## config.mk

```make
export PLATFORM = sky130hd
export DESIGN_NAME = lutram_march_ctrl
export DESIGN_NICKNAME = d
export VERILOG_FILES = /design/src/rtl/lutram_march_ctrl.sv
export SDC_FILE = /design/constraint.sdc
export NUM_CORES = 1
export LEC_CHECK = 0
export CELL_PAD_IN_SITES_DETAIL_PLACEMENT = 0
export CELL_PAD_IN_SITES_GLOBAL_PLACEMENT = 1
export CORE_ASPECT_RATIO = 0.8
export CORE_MARGIN = 2
export CORE_UTILIZATION = 40
export DETAILED_ROUTE_END_ITERATION = 7
export PLACE_DENSITY = 0.87
export SKIP_LAST_GASP = 1
export SLEW_MARGIN = 20
export SYNTH_ARGS = -nofsm -noshare
export SYNTH_HDL_FRONTEND = slang
export SYNTH_SLANG_ARGS = --single-unit
```

## constraint.sdc

```tcl
create_clock -name clk_i -period 2.3 [get_ports clk_i]
set_input_delay 0.575 -clock clk_i [delete_from_list [all_inputs] [get_ports clk_i]]
set_output_delay 0.575 -clock clk_i [all_outputs]
set_load 0.02 [all_outputs]
```

## src/rtl/lutram_march_ctrl.sv

```systemverilog
// March C- self-test sequencer for a single-port, async-read distributed RAM.
// Define LUTRAM_MARCH_STOP_ON_FAIL_EN to halt at the first mismatch instead of running the full sequence.
module lutram_march_ctrl #(
    parameter int A_WIDTH   = 6,
    parameter int ERR_WIDTH = 8
) (
    input  logic                 clk_i,
    input  logic                 rst_i,
    input  logic                 start_i,
    output logic [A_WIDTH-1:0]   ram_a_o,
    output logic                 ram_d_o,
    output logic                 ram_we_o,
    input  logic                 ram_q_i,
    output logic                 busy_o,
    output logic                 done_o,
    output logic                 pass_o,
    output logic [A_WIDTH-1:0]   fail_addr_o,
    output logic [2:0]           fail_elem_o,
    output logic [ERR_WIDTH-1:0] err_count_o
);

    typedef enum logic [2:0] {
        S_IDLE, S_M0, S_M1, S_M2, S_M3, S_M4, S_M5, S_DONE
    } state_t;

    localparam logic [A_WIDTH-1:0]   ADDR_FIRST = '0;
    localparam logic [A_WIDTH-1:0]   ADDR_LAST  = {A_WIDTH{1'b1}};
    localparam logic [A_WIDTH-1:0]   ADDR_ONE   = A_WIDTH'(1);
    localparam logic [ERR_WIDTH-1:0] ERR_ONE    = ERR_WIDTH'(1);

    state_t                 state_q, state_d;
    logic                   phase_wr_q, phase_wr_d;
    logic [A_WIDTH-1:0]     addr_q, addr_d;
    logic                   we_q, we_d;
    logic                   wd_q, wd_d;
    logic                   busy_q, busy_d;
    logic                   done_q, done_d;
    logic                   pass_q, pass_d;
    logic [A_WIDTH-1:0]     fail_addr_q, fail_addr_d;
    logic [2:0]             fail_elem_q, fail_elem_d;
    logic [ERR_WIDTH-1:0]   err_q, err_d;
    logic                   is_read;
    logic                   mismatch;
    logic                   terminal;
    logic [A_WIDTH-1:0]     step_addr;

    function automatic logic [ERR_WIDTH-1:0] sat_inc(input logic [ERR_WIDTH-1:0] c);
        if (&c) return c;
        return c + ERR_ONE;
    endfunction

    function automatic logic [2:0] elem_idx(input state_t s);
        case (s)
            S_M1:    return 3'd1;
            S_M2:    return 3'd2;
            S_M3:    return 3'd3;
            S_M4:    return 3'd4;
            S_M5:    return 3'd5;
            default: return 3'd0;
        endcase
    endfunction

    function automatic logic is_rw_elem(input state_t s);
        return (s == S_M1) || (s == S_M2) || (s == S_M3) || (s == S_M4);
    endfunction

    function automatic logic is_down(input state_t s);
        return (s == S_M3) || (s == S_M4);
    endfunction

    // Value written by the element; M0, M2 and M4 write 0.
    function automatic logic wr_val(input state_t s);
        return (s == S_M1) || (s == S_M3);
    endfunction

    // Value a read expects; M1, M3 and M5 read back 0.
    function automatic logic rd_exp(input state_t s);
        return (s == S_M2) || (s == S_M4);
    endfunction

    function automatic state_t next_elem(input state_t s);
        case (s)
            S_M1:    return S_M2;
            S_M2:    return S_M3;
            S_M3:    return S_M4;
            S_M4:    return S_M5;
            default: return S_DONE;
        endcase
    endfunction

    always_comb begin
        is_read   = (is_rw_elem(state_q) && !phase_wr_q) || (state_q == S_M5);
        mismatch  = is_read && (ram_q_i != rd_exp(state_q));
        terminal  = is_down(state_q) ? (addr_q == ADDR_FIRST) : (addr_q == ADDR_LAST);
        step_addr = is_down(state_q) ? (addr_q - ADDR_ONE) : (addr_q + ADDR_ONE);
    end

    always_comb begin
        state_d     = state_q;
        phase_wr_d  = phase_wr_q;
        addr_d      = addr_q;
        err_d       = err_q;
        fail_addr_d = fail_addr_q;
        fail_elem_d = fail_elem_q;
        pass_d      = pass_q;

        case (state_q)
            S_IDLE: begin
                if (start_i) begin
                    state_d     = S_M0;
                    phase_wr_d  = 1'b0;
                    addr_d      = ADDR_FIRST;
                    err_d       = '0;
                    fail_addr_d = '0;
                    fail_elem_d = '0;
                    pass_d      = 1'b0;
                end
            end
            S_M0: begin
                if (terminal) begin
                    state_d    = S_M1;
                    phase_wr_d = 1'b0;
                    addr_d     = ADDR_FIRST;
                end else begin
                    addr_d = step_addr;
                end
            end
            S_M1, S_M2, S_M3, S_M4: begin
                if (!phase_wr_q) begin
                    phase_wr_d = 1'b1;
                end else begin
                    phase_wr_d = 1'b0;
                    if (terminal) begin
                        state_d = next_elem(state_q);
                        addr_d  = is_down(state_d) ? ADDR_LAST : ADDR_FIRST;
                    end else begin
                        addr_d = step_addr;
                    end
                end
            end
            S_M5: begin
                if (terminal) state_d = S_DONE;
                else          addr_d  = step_addr;
            end
            default: begin
                state_d = S_IDLE;
            end
        endcase

        if (mismatch) begin
            err_d = sat_inc(err_q);
            if (err_q == '0) begin
                fail_addr_d = addr_q;
                fail_elem_d = elem_idx(state_q);
            end
`ifdef LUTRAM_MARCH_STOP_ON_FAIL_EN
            state_d    = S_DONE;
            phase_wr_d = 1'b0;
            addr_d     = addr_q;
`endif
        end

        if (state_d == S_DONE) pass_d = (err_d == '0);

        // RAM controls are registered from the next state so they line up with addr_q.
        we_d   = (state_d == S_M0) || (is_rw_elem(state_d) && phase_wr_d);
        wd_d   = we_d && wr_val(state_d);
        busy_d = (state_d != S_IDLE) && (state_d != S_DONE);
        done_d = (state_d == S_DONE);
    end

    always_ff @(posedge clk_i) begin
        if (rst_i) begin
            state_q     <= S_IDLE;
            phase_wr_q  <= 1'b0;
            addr_q      <= '0;
            we_q        <= 1'b0;
            wd_q        <= 1'b0;
            busy_q      <= 1'b0;
            done_q      <= 1'b0;
            pass_q      <= 1'b0;
            fail_addr_q <= '0;
            fail_elem_q <= '0;
            err_q       <= '0;
        end else begin
            state_q     <= state_d;
            phase_wr_q  <= phase_wr_d;
            addr_q      <= addr_d;
            we_q        <= we_d;
            wd_q        <= wd_d;
            busy_q      <= busy_d;
            done_q      <= done_d;
            pass_q      <= pass_d;
            fail_addr_q <= fail_addr_d;
            fail_elem_q <= fail_elem_d;
            err_q       <= err_d;
        end
    end

    assign ram_a_o     = addr_q;
    assign ram_d_o     = wd_q;
    assign ram_we_o    = we_q;
    assign busy_o      = busy_q;
    assign done_o      = done_q;
    assign pass_o      = pass_q;
    assign fail_addr_o = fail_addr_q;
    assign fail_elem_o = fail_elem_q;
    assign err_count_o = err_q;

endmodule
```

==> impl_metrics.csv, run 1 <==
group,metric,value,unit
synth,syn_inst,267,
synth,synth_area,2120,um^2
routing,dr_total_vias,2205,
critical_path,crit_slowest_cell,"or3_1",
die,die_width,85.4,um
global_routing,grt_usage,20.9,%
global_routing,grt_max_degree,28,
global_routing,grt_pass1_vias,1993,
critical_path,path_buf_inv,1,
routing,ant_nets,0,
cts,cts_num_sinks,32,
routing,drt-initial-drc-count,233,
cells_and_area,drive_above_1_share,18.8,%
synth,synth-seq-cells,32,
cells_and_area,finalNonFillerCells,391,
cts,cts_setup_buffers,0,
critical_path,rrSetupSlack,0.14,ns
routing,drc_errors,0,
sta,fmax,463,MHz
place,gp_congestion,0.939,
synth,syn_nets,278,
place,hpwl,4.57,mm
sta,finalSetupViolations,0,
place,dp.cells,383,
power,design_power_total,1.21,mW
synth,yosysTopAreaCell,"dfxtp_1",
sta,worst_pin_slew,0.393,ns
place,portBuffers,31,
synth,synth_edf_count,0,
synth,synthDominantCellAreaShare,30.2,%
synth,ys.flop_type,"dfxtp_1",
synth,synth_most_common_cell,"dfxtp_1",
critical_path,crit_chain,"nor2b_1, buf_4, or3_1, nand2_1, nand2_1, or3_1, a21oi_1",
sta,slew_violations,0,
flow_run,maxCapViolations,0,
cells_and_area,area_growth,31.3,%
synth,synth.distinct_cells,58,
routing,viasPerCell,5.64,
routing,detail_route.wl_per_cell,15.4,um
cells_and_area,fin_nets,339,
routing,drtPass1Iterations,5,
critical_path,cp_max_fo,8,
run_status,status,"completed",
die,start_util,41.8,%
die,num_rows,23,
die,ioPinCount,32,
synth,synth_area_leaders,"dfxtp_1 (30%), a21oi_1 (5.9%), nand2_1 (4.8%)",
critical_path,worstPathArrival,2.38,ns
sta,clock_skew,0.00128,ns
sta,finalCritPeriodShare,93.9,%
die,die_h,69.1,um
cells_and_area,nFillCells,509,
sta,hold_viol_final,0,
cts,cts_tree,"yes",
synth,syn_area_per_cell,7.94,um^2
routing,postRouteWirelength,6.02,mm
critical_path,cp_slowest_stage_delay,0.50,ns
critical_path,critPathKind,"register to register",
cts,cts-root-buf,"clkbuf_8",
cts,path_clk_slew,0.07,ns
synth,ys_top_cells_by_count,"dfxtp_1 (32), nand2_1 (27), a21oi_1 (25), nor2_1 (25), nand3_1 (18)",
critical_path,startpoint_type,"register",
place,place_area,2670,um^2
cts,cts_buffer_depth,2,
global_routing,antenna_found_initial,0,
cells_and_area,n_antenna_cell,0,
sta,relSlewSlack,73.6,%
power,p_leak,1.10,nW
cts,h-tree-depth,2,
synth,ys_warn_count,0,
critical_path,critPathTopFamily,"simple AND/OR/NAND/NOR gates",
sta,fin_tns_setup,0,ns
synth,synth-seq-area-share,30.2,%
cells_and_area,final_area,2780,um^2
sta,rsz0062_at_grt,"yes",
cts,cts_resized,3,
cts,cts.hold.buffers_added,0,
cts,numCtsBuffers,5,
power,power_density,434,nW/um^2
worst_hold_path,hold_path_class,"register to register",
critical_path,crit_required,2.52,ns
global_routing,overflow,0,
sta,period_needed,2.16,ns
synth,synthArstFlopShare,0,%
cts,worstSkewPairLatency,0.28,ns
global_routing,grt_pass1_wl,9.97,mm
power,ir_drop,0.332,mV
die,core_area,5060,um^2
die,die_area,5900,um^2
critical_path,crit_path_end_kind,"register",
==> where the power goes <==
| group | switching (mW) | internal, mW | leakage, nW |
|---|---|---|---|
| Combinational | 0.0612 | 0.0449 | 0.784 |
| Clock | 0.211 | 0.321 | 0.0552 |
| Sequential | 0.00848 | 0.561 | 0.259 |
==> layout make-up <==
cell class	count	area, um^2	share of cell area, %
Sequential cell	32	641	23.0
Clock buffer	6	72.6	2.61
Multi-Input combinational cell	205	1300	46.6
Inverter	12	45.0	1.62
Tap cell	62	77.6	2.79
Clock inverter	2	35.0	1.26
Timing Repair Buffer	72	617	22.2
==> layer usage <==
metal	GRT usage, %	wire length (um)	part of all wire [%]	vias to the layer above
met5	0	0	0	-
met4	5.29	17	0.28	0
met3	4.31	556	9.2	2
met2	28.0	2510	42	99
met1	33.1	2930	49	1011
li1	-	-	-	1093
==> worst paths after layout <==
kind / startpoint / to / cells past startpoint
setup / recovery: state_q[1] / state_q[2] / 7
hold / removal: pass_o / pass_o / 2
setup reg to reg: state_q[1] / state_q[2] / 7
hold reg to reg: pass_o / pass_o / 2
==> logic make-up after synthesis <==
| kind of cell | after synthesis | share of synthesized area (%) |
|---|---|---|
| AND/OR/NAND/NOR | 107 | 25.4 |
| AO/OA/AOI/OAI | 82 | 26.4 |
| flip-flops | 32 | 30.2 |
| buffers and inverters | 30 | 9.21 |
| adder cells (fa/ha/maj) | 7 | 4.49 |
| XOR/XNOR | 6 | 2.83 |
| multiplexers | 3 | 1.42 |
==> stage by stage <==
stage               worst slack, ns  utilization [%]  hold WS, ns
detailed placement           -0.390             52.6        0.459
CTS                           0.124             54.9        0.468
global route                -0.0131             55.0        0.491
floorplan                     0.140                -        0.536
global placement             -0.317             52.6        0.453
finish                        0.140             55.0        0.463
==> registers in the layout, summed over array words and instances, names as in the netlist <==
| name | cells |
|---|---|
| busy_o | 1 |
| done_o | 1 |
| err_count_o | 8 |
| fail_addr_o | 6 |
| fail_elem_o | 3 |
| pass_o | 1 |
| phase_wr_q | 1 |
| ram_a_o | 6 |
| ram_d_o | 1 |
| ram_we_o | 1 |
| state_q | 3 |
==> placed cells by master (no fill, tap or decap), types with 3 or more instances in the layout <==
cell type,Yosys,final
nand3_1,18,18
a21oi_1,25,25
nor2b_1,5,4
nand2_1,27,27
ha_1,6,6
nor3_1,7,6
o31ai_1,3,3
dfxtp_1,32,32
inv_1,11,11
or3_1,4,4
clkdlybuf4s50_1,0,30
nand2b_1,4,4
buf_4,2,41
nand4_1,5,5
clkbuf_8,2,5
a21o_1,4,4
o211ai_1,7,7
mux2i_1,3,3
o21ai_0,12,11
a31oi_1,3,3
nor2_1,25,25
a32oi_1,6,6
xnor2_1,3,3
o2111ai_1,3,3
==> tightest hold or removal path: cells and delay by family, from the launching register on <==
kind | cells | cell delay [ns]
flops | 1 | 0.31
simple gates | 1 | 0.06
compound gates | 1 | 0.05
Note: power is estimated with default switching activity, not from simulation.
==> run 2: changes to the inputs <==
SKIP_CTS_REPAIR_TIMING = 1   (was not set)
==> impl_metrics.csv, run 2 (synthesis results as in run 1) <==
group,metric,value,unit
run_status,status,"completed",
power,switchingPower,0.279,mW
place,hpwl,4.57,mm
power,ir_drop,0.331,mV
critical_path,cp_max_fo,22,
sta,finalSetupViolations,0,
cells_and_area,ff_latch_area,642,um^2
routing,drtPass1Iterations,5,
flow_run,maxCapViolations,0,
sta,rsz0062_at_grt,"no",
place,dp_slack,-0.390,ns
power,clockPowerShare,44.1,%
sta,worst_pin_slew,0.393,ns
cts,numCtsBuffers,5,
die,start_util,41.8,%
die,num_rows,23,
routing,postRouteWirelength,6.00,mm
routing,drc_errors,0,
die,die_h,69.1,um
cells_and_area,n_antenna_cell,0,
global_routing,grt_pass1_vias,1993,
cells_and_area,drive_above_1_share,19.1,%
routing,drt-initial-drc-count,212,
die,ioPinCount,32,
sta,fin_ws,0.198,ns
power,pwr-share-seq,47.2,%
cells_and_area,finalNonFillerCells,391,
worst_hold_path,hold_path_class,"register to register",
sta,finalCritPeriodShare,91.4,%
cts,cts_buffer_depth,2,
die,core_area,5060,um^2
cts,worstSkewPairLatency,0.28,ns
critical_path,crit_required,2.52,ns
power,p_int,0.926,mW
cts,cts_num_sinks,32,
cells_and_area,layout_common_cells,"buf_4 (41), dfxtp_1 (31), clkdlybuf4s50_1 (30), nand2_1 (27)",
power,design_power_total,1.21,mW
sta,clock_skew,0.00104,ns
routing,viasPerCell,5.70,
routing,ant_nets,0,
routing,dr_total_vias,2230,
global_routing,grt_pass1_wl,9.96,mm
cells_and_area,fin_nets,339,
critical_path,critPathKind,"register to register",
cells_and_area,area_growth,31.3,%
critical_path,worstPathArrival,2.32,ns
place,gp_congestion,0.939,
sta,hold_viol_final,0,
critical_path,crit_path_end_kind,"register",
sta,fin_tns_setup,0,ns
cells_and_area,largest_reg_flops,8,
die,die_area,5900,um^2
power,combPwrFrac,8.7,%
power,sw_frac_of_total,23.2,%
routing,detail_route.wl_per_cell,15.4,um
cells_and_area,multi_input_area,1290,um^2
cells_and_area,layout_commonest_cell,"buf_4",
critical_path,reg2regPathDepth,8,
sta,fmax,476,MHz
cells_and_area,postLayoutCoreUtil,55.0,%
cts,cts-root-buf,"clkbuf_8",
cts,h-tree-depth,2,
place,dp.cells,383,
global_routing,antenna_found_initial,0,
sta,relSlewSlack,73.6,%
global_routing,grt_usage,20.8,%
die,die_width,85.4,um
power,p_leak,1.10,nW
cells_and_area,nFillCells,508,
cts,cts_tree,"yes",
sta,period_needed,2.10,ns
place,portBuffers,31,
critical_path,startpoint_type,"register",
global_routing,overflow,0,
cts,path_clk_slew,0.07,ns
global_routing,grt_max_degree,28,
power,power_density,433,nW/um^2
sta,slew_violations,0,
worst_hold_path,hold-path-cell-count,2,
-- run 2: cell type report --
type                            instances  area share [%]
Multi-Input combinational cell        205            46.4
Sequential cell                        32            23.1
Timing Repair Buffer                   72            22.3
Tap cell                               62            2.79
Clock buffer                            6            2.61
Inverter                               12            1.62
Clock inverter                          2            1.26
-- run 2: layer usage --
| layer | vias to the layer above | GRT usage, % | share of wire, % | routed length, um |
|---|---|---|---|---|
| li1 | 1092 | - | - | - |
| met1 | 1042 | 33.1 | 51 | 3030 |
| met2 | 92 | 28.0 | 42 | 2530 |
| met3 | 4 | 4.31 | 7.0 | 421 |
| met4 | 0 | 5.29 | 0.38 | 23 |
| met5 | - | 0 | 0 | 0 |
-- run 2: path summary, 6_finish.rpt --
kind	startpoint	endpoint	slack, ns
max reg2reg	state_q[2]	pass_o	0.20
min reg2reg	pass_o	pass_o	0.46
min	pass_o	pass_o	0.46
max	state_q[2]	pass_o	0.20
-- run 2: metrics by stage --
stage	instance area (um^2)	hold WS, ns
after floorplan	2120	0.536
after global placement	2670	0.453
after detailed placement	2670	0.459
after CTS	2770	0.468
after global routing	2780	0.491
final	2780	0.463
-- run 2: critical path: stages (launching register included) --
cell and delay [ns]:
dfxtp_1 0.32, buf_4 0.24, nand2_1 0.15, o211a_4 0.29
buf_4 0.15, or4_1 0.46, a22oi_1 0.16, a31oi_1 0.12
o21ai_1 0.14
-- run 2: power by group through the flow --
| stage | clock, mW | combinational [mW] | sequential, mW |
|---|---|---|---|
| finish | 0.532 | 0.105 | 0.569 |
| global route | 0.569 | 0.115 | 0.569 |
| CTS | 0.545 | 0.104 | 0.568 |
| detailed placement | 0 | 0.104 | 0.581 |
| global placement | 0 | 0.103 | 0.580 |
| floorplan | 0 | 0.0610 | 0.584 |
